$ cat src/rtl/tick_divider_channel.sv
// One divider channel: free-running period counter with shadowed period/high config.
// Pending config is promoted to active only at a period boundary, a disable or a sync restart.
module tick_divider_channel #(
  parameter int WIDTH       = 16,
  parameter int DEFAULT_DIV = 1
) (
  input  logic             clk,
  input  logic             rst_n,
  input  logic             i_en,
  input  logic             i_sync,
  input  logic             i_we,
  input  logic [WIDTH-1:0] i_period,
  input  logic [WIDTH-1:0] i_high,
  output logic             o_tick,
  output logic             o_wave
);

  localparam logic [WIDTH-1:0] DEF_P      = WIDTH'(DEFAULT_DIV);
  localparam logic [WIDTH:0]   DEF_H_FULL = ({1'b0, DEF_P} + 1'b1) >> 1;
  localparam logic [WIDTH-1:0] DEF_H      = DEF_H_FULL[WIDTH-1:0];

  logic [WIDTH-1:0] r_cnt;
  logic [WIDTH-1:0] r_p_act;
  logic [WIDTH-1:0] r_h_act;
  logic [WIDTH-1:0] r_p_pend;
  logic [WIDTH-1:0] r_h_pend;
  logic             r_pend_vld;
  logic             r_tick;
  logic             r_wave;

  logic [WIDTH-1:0] w_p_pend;
  logic [WIDTH-1:0] w_h_pend;
  logic             w_vld;
  logic             w_apply;
  logic [WIDTH-1:0] w_cnt_use;
  logic [WIDTH-1:0] w_p_use;
  logic [WIDTH-1:0] w_h_use;
  logic             w_tick_nxt;
  logic             w_wave_nxt;
  logic [WIDTH-1:0] w_cnt_nxt;

  // A write landing on the apply edge must be the value that gets applied.
  assign w_p_pend = i_we ? i_period : r_p_pend;
  assign w_h_pend = i_we ? i_high   : r_h_pend;
  assign w_vld    = i_we | r_pend_vld;
  assign w_apply  = w_vld & (~i_en | i_sync | (r_cnt == r_p_act));

  // A sync edge restarts from cnt=0 using the config applied on that same edge.
  always_comb begin
    w_cnt_use = r_cnt;
    w_p_use   = r_p_act;
    w_h_use   = r_h_act;
    if (i_sync) begin
      w_cnt_use = '0;
      if (w_vld) begin
        w_p_use = w_p_pend;
        w_h_use = w_h_pend;
      end
    end
    w_tick_nxt = (w_cnt_use == w_p_use);
    w_wave_nxt = (w_cnt_use < w_h_use);
    w_cnt_nxt  = w_tick_nxt ? '0 : w_cnt_use + 1'b1;
  end

  always_ff @(posedge clk) begin
    if (!rst_n) begin
      r_cnt      <= '0;
      r_p_act    <= DEF_P;
      r_h_act    <= DEF_H;
      r_p_pend   <= DEF_P;
      r_h_pend   <= DEF_H;
      r_pend_vld <= 1'b0;
      r_tick     <= 1'b0;
      r_wave     <= 1'b0;
    end else begin
      r_p_pend <= w_p_pend;
      r_h_pend <= w_h_pend;
      if (w_apply) begin
        r_p_act    <= w_p_pend;
        r_h_act    <= w_h_pend;
        r_pend_vld <= 1'b0;
      end else if (i_we) begin
        r_pend_vld <= 1'b1;
      end
      if (!i_en) begin
        r_cnt  <= '0;
        r_tick <= 1'b0;
        r_wave <= 1'b0;
      end else begin
        r_cnt  <= w_cnt_nxt;
        r_tick <= w_tick_nxt;
        r_wave <= w_wave_nxt;
      end
    end
  end

  assign o_tick = r_tick;
  assign o_wave = r_wave;

endmodule

$ cat src/rtl/tick_divider_bank.sv
// Bank of independent programmable tick/wave dividers for the display/IO fabric.
// Decodes the config port into per-channel write strobes and fans out sync_all.
module tick_divider_bank #(
  parameter  int CHANNELS    = 4,
  parameter  int WIDTH       = 16,
  parameter  int DEFAULT_DIV = 1,
  localparam int CH_W        = (CHANNELS > 1) ? $clog2(CHANNELS) : 1
) (
  input  logic                clk,
  input  logic                rst_n,
  input  logic [CHANNELS-1:0] ch_en,
  input  logic                sync_all,
  input  logic                cfg_we,
  input  logic [CH_W-1:0]     cfg_ch,
  input  logic [WIDTH-1:0]    cfg_period,
  input  logic [WIDTH-1:0]    cfg_high,
  output logic [CHANNELS-1:0] tick,
  output logic [CHANNELS-1:0] wave
);

  logic [CHANNELS-1:0] w_we;

  // Addresses at or above CHANNELS match no channel, so such writes are dropped.
  for (genvar i = 0; i < CHANNELS; i++) begin : g_ch
    assign w_we[i] = cfg_we & (cfg_ch == CH_W'(i));

    tick_divider_channel #(
      .WIDTH      (WIDTH),
      .DEFAULT_DIV(DEFAULT_DIV)
    ) u_ch (
      .clk     (clk),
      .rst_n   (rst_n),
      .i_en    (ch_en[i]),
      .i_sync  (sync_all),
      .i_we    (w_we[i]),
      .i_period(cfg_period),
      .i_high  (cfg_high),
      .o_tick  (tick[i]),
      .o_wave  (wave[i])
    );
  end

endmodule
$ cat config.mk
export PLATFORM = sky130hd
export DESIGN_NAME = tick_divider_bank
export DESIGN_NICKNAME = d
export VERILOG_FILES = /design/src/rtl/tick_divider_channel.sv /design/src/rtl/tick_divider_bank.sv
export SDC_FILE = /design/constraint.sdc
export NUM_CORES = 1
export LEC_CHECK = 0
export CAP_MARGIN = 20
export CORE_AREA = 2 2 133 265
export DETAILED_ROUTE_END_ITERATION = 8
export DIE_AREA = 0 0 135 267
export PLACE_DENSITY = 0.65
export SLEW_MARGIN = 5
export SYNTH_ARGS = -nofsm -noshare
export SYNTH_HDL_FRONTEND = slang
export SYNTH_SLANG_ARGS = --single-unit
$ cat constraint.sdc
create_clock -name clk -period 9.3 [get_ports clk]
set_input_delay 2.79 -clock clk [delete_from_list [all_inputs] [get_ports clk]]
set_output_delay 2.79 -clock clk [all_outputs]
set_load 0.03 [all_outputs]
# == After elaboration in Yosys (flattened, before gate mapping) ==
# Index checks and enable logic that the tools add are counted.
# op_classes
n_addsub,4
n_lt_le_gt_ge,4
eq_ne,11
n_mux,28
bitwise_logic,25
reduce_logical,13
# op_table
op,count
$mux W16,28
$eq A16 B16 Y1,8
$add A16 B1 Y16 const B,4
$lt A16 B16 Y1,4
$or A1 B1 Y1,12
$reduce_or A3 Y1,4
$and A1 B1 Y1,8
$reduce_and A2 Y1,4
$reduce_or A2 Y1,4
$not A1 Y1,5
$eq A2 B2 Y1 const B,2
$eq A2 B1 Y1 const B,1
$logic_not A2 Y1,1
# totals
regBits,332
in_bits,42
out_inout_bits,8
wordCells,117

# == Longest topological paths before layout ==
# Gate-level depths: netlist of run 1.
# logic_depth
depth_word,7
depth_mapped,16
mapped_depth_nobuf,12

# == Modules after synthesis ==
# From an unflattened synthesis of run 1, not the netlist that was laid out.
# unflattened
hier_cells,2085
area_unflattened_um2,18295.0
# by_module_without_submodules
mod,instances,cells_per_inst,area_each_um2,seq_area_each_um2
tick_divider_channel at g_ch[1].u_ch ...,2,520,4558.1,1661.6
tick_divider_channel at g_ch[0].u_ch,1,518,4578.1,1661.6
tick_divider_channel at g_ch[3].u_ch,1,523,4563.1,1661.6
tick_divider_bank,1,4,37.5,0.0

# == Least setup slack after synthesis of run 1 ==
# OpenSTA, ideal clock, no wires.
# synth_path
kind,input-to-reg
startpoint,input cfg_ch[1]
endpoint,register g_ch[0].u_ch.r_wave
setup_time_ns,0.114
arrival_ns,5.752
required_ns,9.186
slack_ns,3.434
stages,16
path_buffers,4
path_cell_list,or3b_1 buf_6 buf_8 buf_2 buf_1 mux2i_1 nor2_1 a21oi_1 ha_1 a21o_1 a21o_1 a21oi_1 nor2_1 a2111oi_0 nor2_1 a2111oi_0
# synth_between
elab_chain_len,6
word_cells_on_any_way,7
classes_between,order compare (1); mux (3); bitwise (2); reduce/logical (1)
# synth_lines
element,line_no,source
"start, declared",tick_divider_bank.sv:14,"input logic [CH_W-1:0] cfg_ch,"
$logic_not A2 Y1 (*),tick_divider_bank.sv:25,assign w_we[i] = cfg_we & (cfg_ch == CH_W'(i));
$and A1 B1 Y1 (*),tick_divider_bank.sv:25,
$mux W16 or $or A1 B1 Y1 (tied branches),"tick_divider_channel.sv:44, tick_divider_channel.sv:45",
$mux W16 (*),tick_divider_channel.sv:55,if (w_vld) begin
$mux W16 (*),tick_divider_channel.sv:53,if (i_sync) begin
$lt A16 B16 Y1 (*),tick_divider_channel.sv:61,w_wave_nxt = (w_cnt_use < w_h_use);
"end signal, assigned",tick_divider_channel.sv:92,r_wave <= w_wave_nxt;
"end, declared",tick_divider_channel.sv:29,logic r_wave;
# Mark *: on every way between the ends. The rest lies on a longest branch, timed or not.
# A chain may end at the register's enable or synchronous reset.

# == Final worst setup path of run 1 ==
# Same ends and word-level chain as after synthesis.

==> results of run 1 <==
[cell usage after synthesis (19+ instances only)]
cell and instances:
nor2_1 179, nor3_1 41, and3_1 19, nand4_1 26, nand2b_1 24, xor2_1 80, dfxtp_1 332, a21oi_1 154
clkbuf_1 74, o22a_1 121, mux2i_1 71, o21ai_0 33, xnor2_1 44, inv_1 36, nor4_1 34, nand3_1 52
nand2_1 201, ha_1 64, buf_2 22, nor2b_1 58
[kinds of logic after synthesis]
kind of cell	count (synthesis)	share of synthesized area, %
buffers and inverters	170	4.74
and+or+nand+nor	706	21.0
muxes	74	4.43
adders and majority gates	64	4.76
xor gates and xnor gates	124	6.46
DFF	332	39.5
AOI/OAI and AO/OA	457	19.0
[final cells by class]
type                       count  area [um2]  share of cell area (%)
sequential                   332        6650                    35.8
inverter                      38         145                   0.782
clock buffer                  41         863                    4.65
timing repair buffer          77         706                    3.80
multi-input combinational   1425        9420                    50.7
tap                          441         552                    2.97
clock inverter                14         241                    1.30
[power by group through the flow]
stage	sequential (W)	combinational (W)	clock, W
CTS	0.00156	0.000461	0.00142
global placement	0.00159	0.000451	0
detailed placement	0.00159	0.000459	0
finish	0.00156	0.000461	0.00140
global route	0.00156	0.000501	0.00147
floorplan	0.00156	0.000326	0
[per-stage QoR]
| stage | total power [W] | worst slack (ns) | util, % | area (um2) |
|---|---|---|---|---|
| floorplan | 0.00189 | 3.43 | - | 16800 |
| global placement | 0.00204 | 2.44 | 51.2 | 17500 |
| detailed placement | 0.00205 | 2.33 | 51.2 | 17500 |
| CTS | 0.00343 | 2.94 | 54.4 | 18600 |
| global route | 0.00353 | 2.45 | 54.4 | 18600 |
| finish | 0.00342 | 2.89 | 54.4 | 18600 |
[layout by cell type (no fill, tap or decap), types with 7 or more instances in the layout]
cell type and n:
o22ai_1 8, nor2b_1 58, nand4_1 26, a32oi_1 8, clkdlybuf4s50_1 48, nor3_2 10
and3_1 19, nor4_1 34, ha_1 64, nor3_1 41, clkbuf_16 31, a21o_1 16
buf_4 28, nand2b_1 24, nand2_1 201, o22a_1 121, xnor2_1 44, nand3_1 51
a31oi_1 13, o21ai_0 33, or3_1 16, mux2i_1 71, a22oi_1 11, a2111oi_0 8
a21oi_1 154, o221ai_1 17, dfxtp_1 332, nor2_1 174, nor3b_1 7, xor2_1 80
inv_1 36
[state kept, by name, summed over array words and instances, names as in the netlist]
name / cells
g_ch.u_ch.o_tick: 4
g_ch.u_ch.o_wave: 4
g_ch.u_ch.r_cnt: 64
g_ch.u_ch.r_h_act: 64
g_ch.u_ch.r_h_pend: 64
g_ch.u_ch.r_p_act: 64
g_ch.u_ch.r_p_pend: 64
g_ch.u_ch.r_pend_vld: 4
[worst paths after layout]
path,slack (ns),start,cells past startpoint,endpoint
max,2.89,cfg_ch[1],14,g_ch[0].u_ch.o_wave
min,0.47,g_ch[2].u_ch.r_h_pend[0],2,g_ch[2].u_ch.r_h_pend[0]
max reg2reg,6.09,g_ch[2].u_ch.r_pend_vld,7,g_ch[2].u_ch.o_tick
min reg2reg,0.47,g_ch[2].u_ch.r_h_pend[0],2,g_ch[2].u_ch.r_h_pend[0]
[worst reg2reg max path: cells and delay by family (launching register included)]
kind,cells,cell delay [ns]
AOI/OAI and AO/OA,2,0.28
and+or+nand+nor,5,2.28
DFF,1,0.60
[routing by layer]
layer | vias to the layer above | share of wire (%) | GRT usage [%]
met3 | 180 | 4.1 | 3.34
met4 | 0 | 8.4 | 21.1
met1 | 6951 | 37 | 31.7
met5 | - | 0 | 0
met2 | 418 | 50 | 52.3
li1 | 6865 | - | -
==> summary.txt, run 1 <==
Post-synth top area share = 39.5%
Crit-path cells = clkdlybuf4s50_1 > or3b_2 > buf_4 > mux2i_1 > nor2_1 > a21oi_1 > ha_1 > a21o_1 > a21o_1 > a21oi_1 > nor2_1 > a2111oi_0 > nor2_1 > a2111oi_0
Max VDD drop = 142 uV
Final Cycle Share = 68.9%
Slew margin rel. = 33.9%
Gr ovfl total = 0
Core region area = 34100 um2
CTS buffer count = 31
Detailed Route Iter0 Violations = 973
TNS Setup = 0 ns
Least-Margin Pin Slew = 0.991 ns
Final hold vios = 0
Register area share after synthesis = 39.5%
MaxCap Viol Count = 0
Clock slew at reported path FFs = 0.07 ns
Post-CTS setup buffer count = 0
Vias in the first global route = 14345
Crit-path most repeated cell = nor2_1
Yosys cell types = 84
Tightest Hold Check Type = reg -> reg
CP max FO = 41
Largest net degree at the start of global routing = 71
Endpoints failing setup = 0
Initial antenna violation count = 0
Drt drc = 0
Row cnt = 96
F_max = 0.156 GHz
Status = complete, no violations
Drt total wl = 53.2 mm
Gpl congestion = 0.936
Layout cell share with drive strength beyond 1 = 6.49%
Clock tree from TritonCTS = yes
Post-synth EDFFs = 0
Syn avg cell area = 8.72 um2
Die Span Y = 267 um
Critical Path Max Stage Delay = 0.83 ns
Synth-to-Final Area Change = 10.5%
Synth top area cells = dfxtp_1 (40%), o22a_1 (6.3%), ha_1 (4.8%)
Placed cell count = 2313
Final ANT Viol Nets = 0
Vias = 14414
CP endpoint kind = register
Setup skew after layout = 0.0267 ns
Layout net count = 2011
WL/cell = 22.5 um
Total GRT Usage = 29.4%
Syn_nets = 2033
First-pass GRT wire length = 81.8 mm
CP Launch Type = input port
Synth area leader = dfxtp_1
Worst hold slack = 0.468 ns
Hold_buf cts = 0
DIE AREA = 36000 um2
Via density = 6.09
Sink Count = 332
Warnings from Yosys = 0
Post-Layout Cell Count = 2368
Arrival @ worst endpoint = 6.88 ns
Cell Area, Synth = 16800 um2
Antenna Cells = 0
WP buf/inv = 2
Initial core utilization = 49.3%
H-tree depth = 1
NetSw = 0.000922 W
CTS Root Cell = clkbuf_16
Lkg Pwr = 8.02 nW
First-pass DRT Iterations = 5
Slowest-stage cell, CP = or3b_2
RSZ-0062 raised after global routing = no
Die Wd = 135 um
Final-report max-slew violation count = 0
Post-CTS Resized = 0
Switch share = 27.0%
PwrDens = 184 nW/um2
Num ports = 50
Clock latency at the later pin of the worst-skew pair = 0.59 ns
Syn Inst Count = 1927
Seq cells post-synth = 332
Clock Power Share = 40.9%
Internal = 0.00250 W
Max Buffers Root-to-Sink = 3
Sequential power share = 45.6%
Post-DP HPWL = 37.8 mm
PortBufs = 49
Comb pwr share = 13.5%
Worst path top cell family by delay = compound AO/OA/AOI/OAI gates
Asr flop ratio synth = 0%
Ys flop type = dfxtp_1
Fillers = 3227
Worst Path Required = 9.77 ns
Tmin final = 6.41 ns
Kind of critical path = in -> reg
Power figures use the tool's default switching activity.
==> inputs of run 2 (changes only) <==
Clock period 9.3 ns to 6.1 ns, I/O delays scaled along.
==> run 2 against run 1 <==
Final area increased by 0.94%. Combinational power increased by 57%. First-iteration DRC count rose by 8.5%. Routed wire length is 2.8% higher. Critical path type unchanged. Largest cell class unchanged.
==> summary.txt, run 2 (same netlist as run 1, synthesis figures left out) <==
Status = complete, no violations
Initial antenna violation count = 0 (unchanged)
Layout cell share with drive strength beyond 1 = 7.83% (+1.3 points)
Worst path top cell family by delay = simple AND/OR/NAND/NOR gates
Num ports = 50 (unchanged)
Final Cycle Share = 77.4%
Detailed Route Iter0 Violations = 1056 (+8.5%)
Via density = 6.12 (+0.58%)
Comb pwr share = 13.9% (+0.4 points)
Drt drc = 0 (unchanged)
Clock slew at reported path FFs = 0.07 ns (about the same)
Internal = 0.00380 W (+52%)
Core region area = 34100 um2 (unchanged)
Clock latency at the later pin of the worst-skew pair = 0.59 ns (about the same)
Tmin final = 4.72 ns
Tightest Hold Check Type = reg -> reg
Vias = 14657 (+1.7%)
CP Launch Type = input port
Fillers = 3179 (-1.5%)
Clock tree from TritonCTS = yes
Endpoints failing setup = 0 (unchanged)
Row cnt = 96 (unchanged)
Sink Count = 332 (unchanged)
Vias in the first global route = 14793 (+3.1%)
Largest net degree at the start of global routing = 63 (-11%)
CP endpoint kind = register
CTS buffer count = 30 (-3.2%)
Final ANT Viol Nets = 0 (unchanged)
Max VDD drop = 252 uV (+78%)
PortBufs = 49 (unchanged)
Slew margin rel. = 35.8% (+1.8 points)
Final hold vios = 0 (unchanged)
Layout net count = 2037 (+1.3%)
Sequential power share = 45.7% (about the same)
Hold_buf cts = 0 (unchanged)
CP max FO = 20 (-51%)
Kind of critical path = in -> reg
MaxCap Viol Count = 0 (unchanged)
Worst Path Required = 6.62 ns (-3.15 ns)
Critical Path Max Stage Delay = 0.63 ns (-0.20 ns)
H-tree depth = 1 (unchanged)
Most common cell after layout, fill and taps aside = dfxtp_1
TNS Setup = 0 ns (unchanged)
Die Wd = 135 um (unchanged)
Post-DP HPWL = 39.6 mm (+4.8%)
WL/cell = 22.9 um (+1.7%)
F_max = 0.212 GHz
Crit-path cells = clkdlybuf4s50_1 > buf_4 > and4b_1 > nor2_2 > buf_4 > nor2_1 > a21oi_1 > ha_1 > a21o_1 > a21o_1 > a21oi_1 > o21ai_0 > o21a_1 > o21ai_0 > and3_1
WP buf/inv = 3 (+1)
Commonest non-fill, non-tap cells in the layout = dfxtp_1 (332), nand2_1 (201), nor2_1 (174)
Synth-to-Final Area Change = 11.5%
Setup skew after layout = 0.0194 ns (-0.00731 ns)
Switch share = 26.9% (-0.029 points)
First-pass DRT Iterations = 7 (+2)
CTS Root Cell = clkbuf_16
Clock Power Share = 40.3% (-0.6 points)
Least-Margin Pin Slew = 0.963 ns (-0.0278 ns)
Initial core utilization = 49.3% (unchanged)
Die Span Y = 267 um (unchanged)
DIE AREA = 36000 um2 (unchanged)
First-pass GRT wire length = 84.1 mm (+2.8%)
Slowest-stage cell, CP = and4b_1
Max Buffers Root-to-Sink = 3 (unchanged)
Arrival @ worst endpoint = 5.24 ns (-1.64 ns)
Gr ovfl total = 0 (unchanged)
Antenna Cells = 0 (unchanged)
RSZ-0062 raised after global routing = no
Lkg Pwr = 8.14 nW (+1.4%)
NetSw = 0.00140 W (+52%)
Final worst setup slack = 1.38 ns (-1.51 ns)
Gpl congestion = 0.975 (+4.2%)
Total GRT Usage = 30.4% (+1.0 points)
Final Util = 55.0% (+0.51 points)
Dpl ws = 0.806 ns (-1.52 ns)
Final-report max-slew violation count = 0 (unchanged)
PwrDens = 277 nW/um2 (+51%)
Post-CTS Resized = 0 (unchanged)
Post-CTS setup buffer count = 0 (unchanged)
Drt total wl = 54.7 mm (+2.8%)
[run 2: cell count changes in the layout (fill, tap and decap cells not counted), sizes merged]
| cell | previous run | this run |
|---|---|---|
| buf | 29 | 56 |
| clkbuf | 41 | 38 |
| clkinv | 6 | 7 |
| clkinvlp | 1 | 3 |
| inv | 39 | 38 |
[run 2: through the flow]
step	hold slack, ns	std cells	power, W	cell area, um2
after floorplan	0.435	1927	0.00288	16800
after global placement	0.448	2340	0.00312	17700
after detailed placement	0.461	2340	0.00314	17700
after CTS	0.477	2394	0.00522	18700
after global routing	0.494	2394	0.00539	18700
final	0.471	2394	0.00519	18700
[run 2: power groups by stage]
stage	Sequential [W]	Clock [W]	Combinational, W
after floorplan	0.00238	0	0.000498
after global placement	0.00242	0	0.000706
after detailed placement	0.00242	0	0.000716
after CTS	0.00237	0.00213	0.000719
after global routing	0.00238	0.00222	0.000781
final	0.00237	0.00210	0.000724
[run 2: layer usage]
metal / GRT usage (%) / vias to the layer above / wire (um)
li1: - / 6935 / -
met1: 32.3 / 7049 / 19700
met2: 54.2 / 466 / 27700
met3: 3.80 / 207 / 2550
met4: 22.3 / 0 / 4730
met5: 0 / - / 0
[run 2: path summary, 6_finish.rpt]
path         cells past startpoint  slack (ns)                       end                startpoint
max                             15        1.38       g_ch[1].u_ch.o_wave                 cfg_ch[0]
min                              2        0.47  g_ch[2].u_ch.r_h_pend[0]  g_ch[2].u_ch.r_h_pend[0]
max reg2reg                     13        2.92       g_ch[1].u_ch.o_wave   g_ch[1].u_ch.r_pend_vld
min reg2reg                      2        0.47  g_ch[2].u_ch.r_h_pend[0]  g_ch[2].u_ch.r_h_pend[0]
[run 2: layout make-up]
class | count | area (um2) | area share (%)
clock buffer | 38 | 842 | 4.49
clock inverter | 16 | 241 | 1.29
inverter | 38 | 145 | 0.774
multi-input combinational | 1425 | 9420 | 50.2
sequential | 332 | 6650 | 35.5
tap | 441 | 552 | 2.94
timing repair buffer | 104 | 901 | 4.81
[run 2: worst min-delay path, delay by kind of cell, from the launching register on]
family / cells / cell delay, ns
flip-flops: 1 / 0.31
AND/OR/NAND/NOR: 2 / 0.13
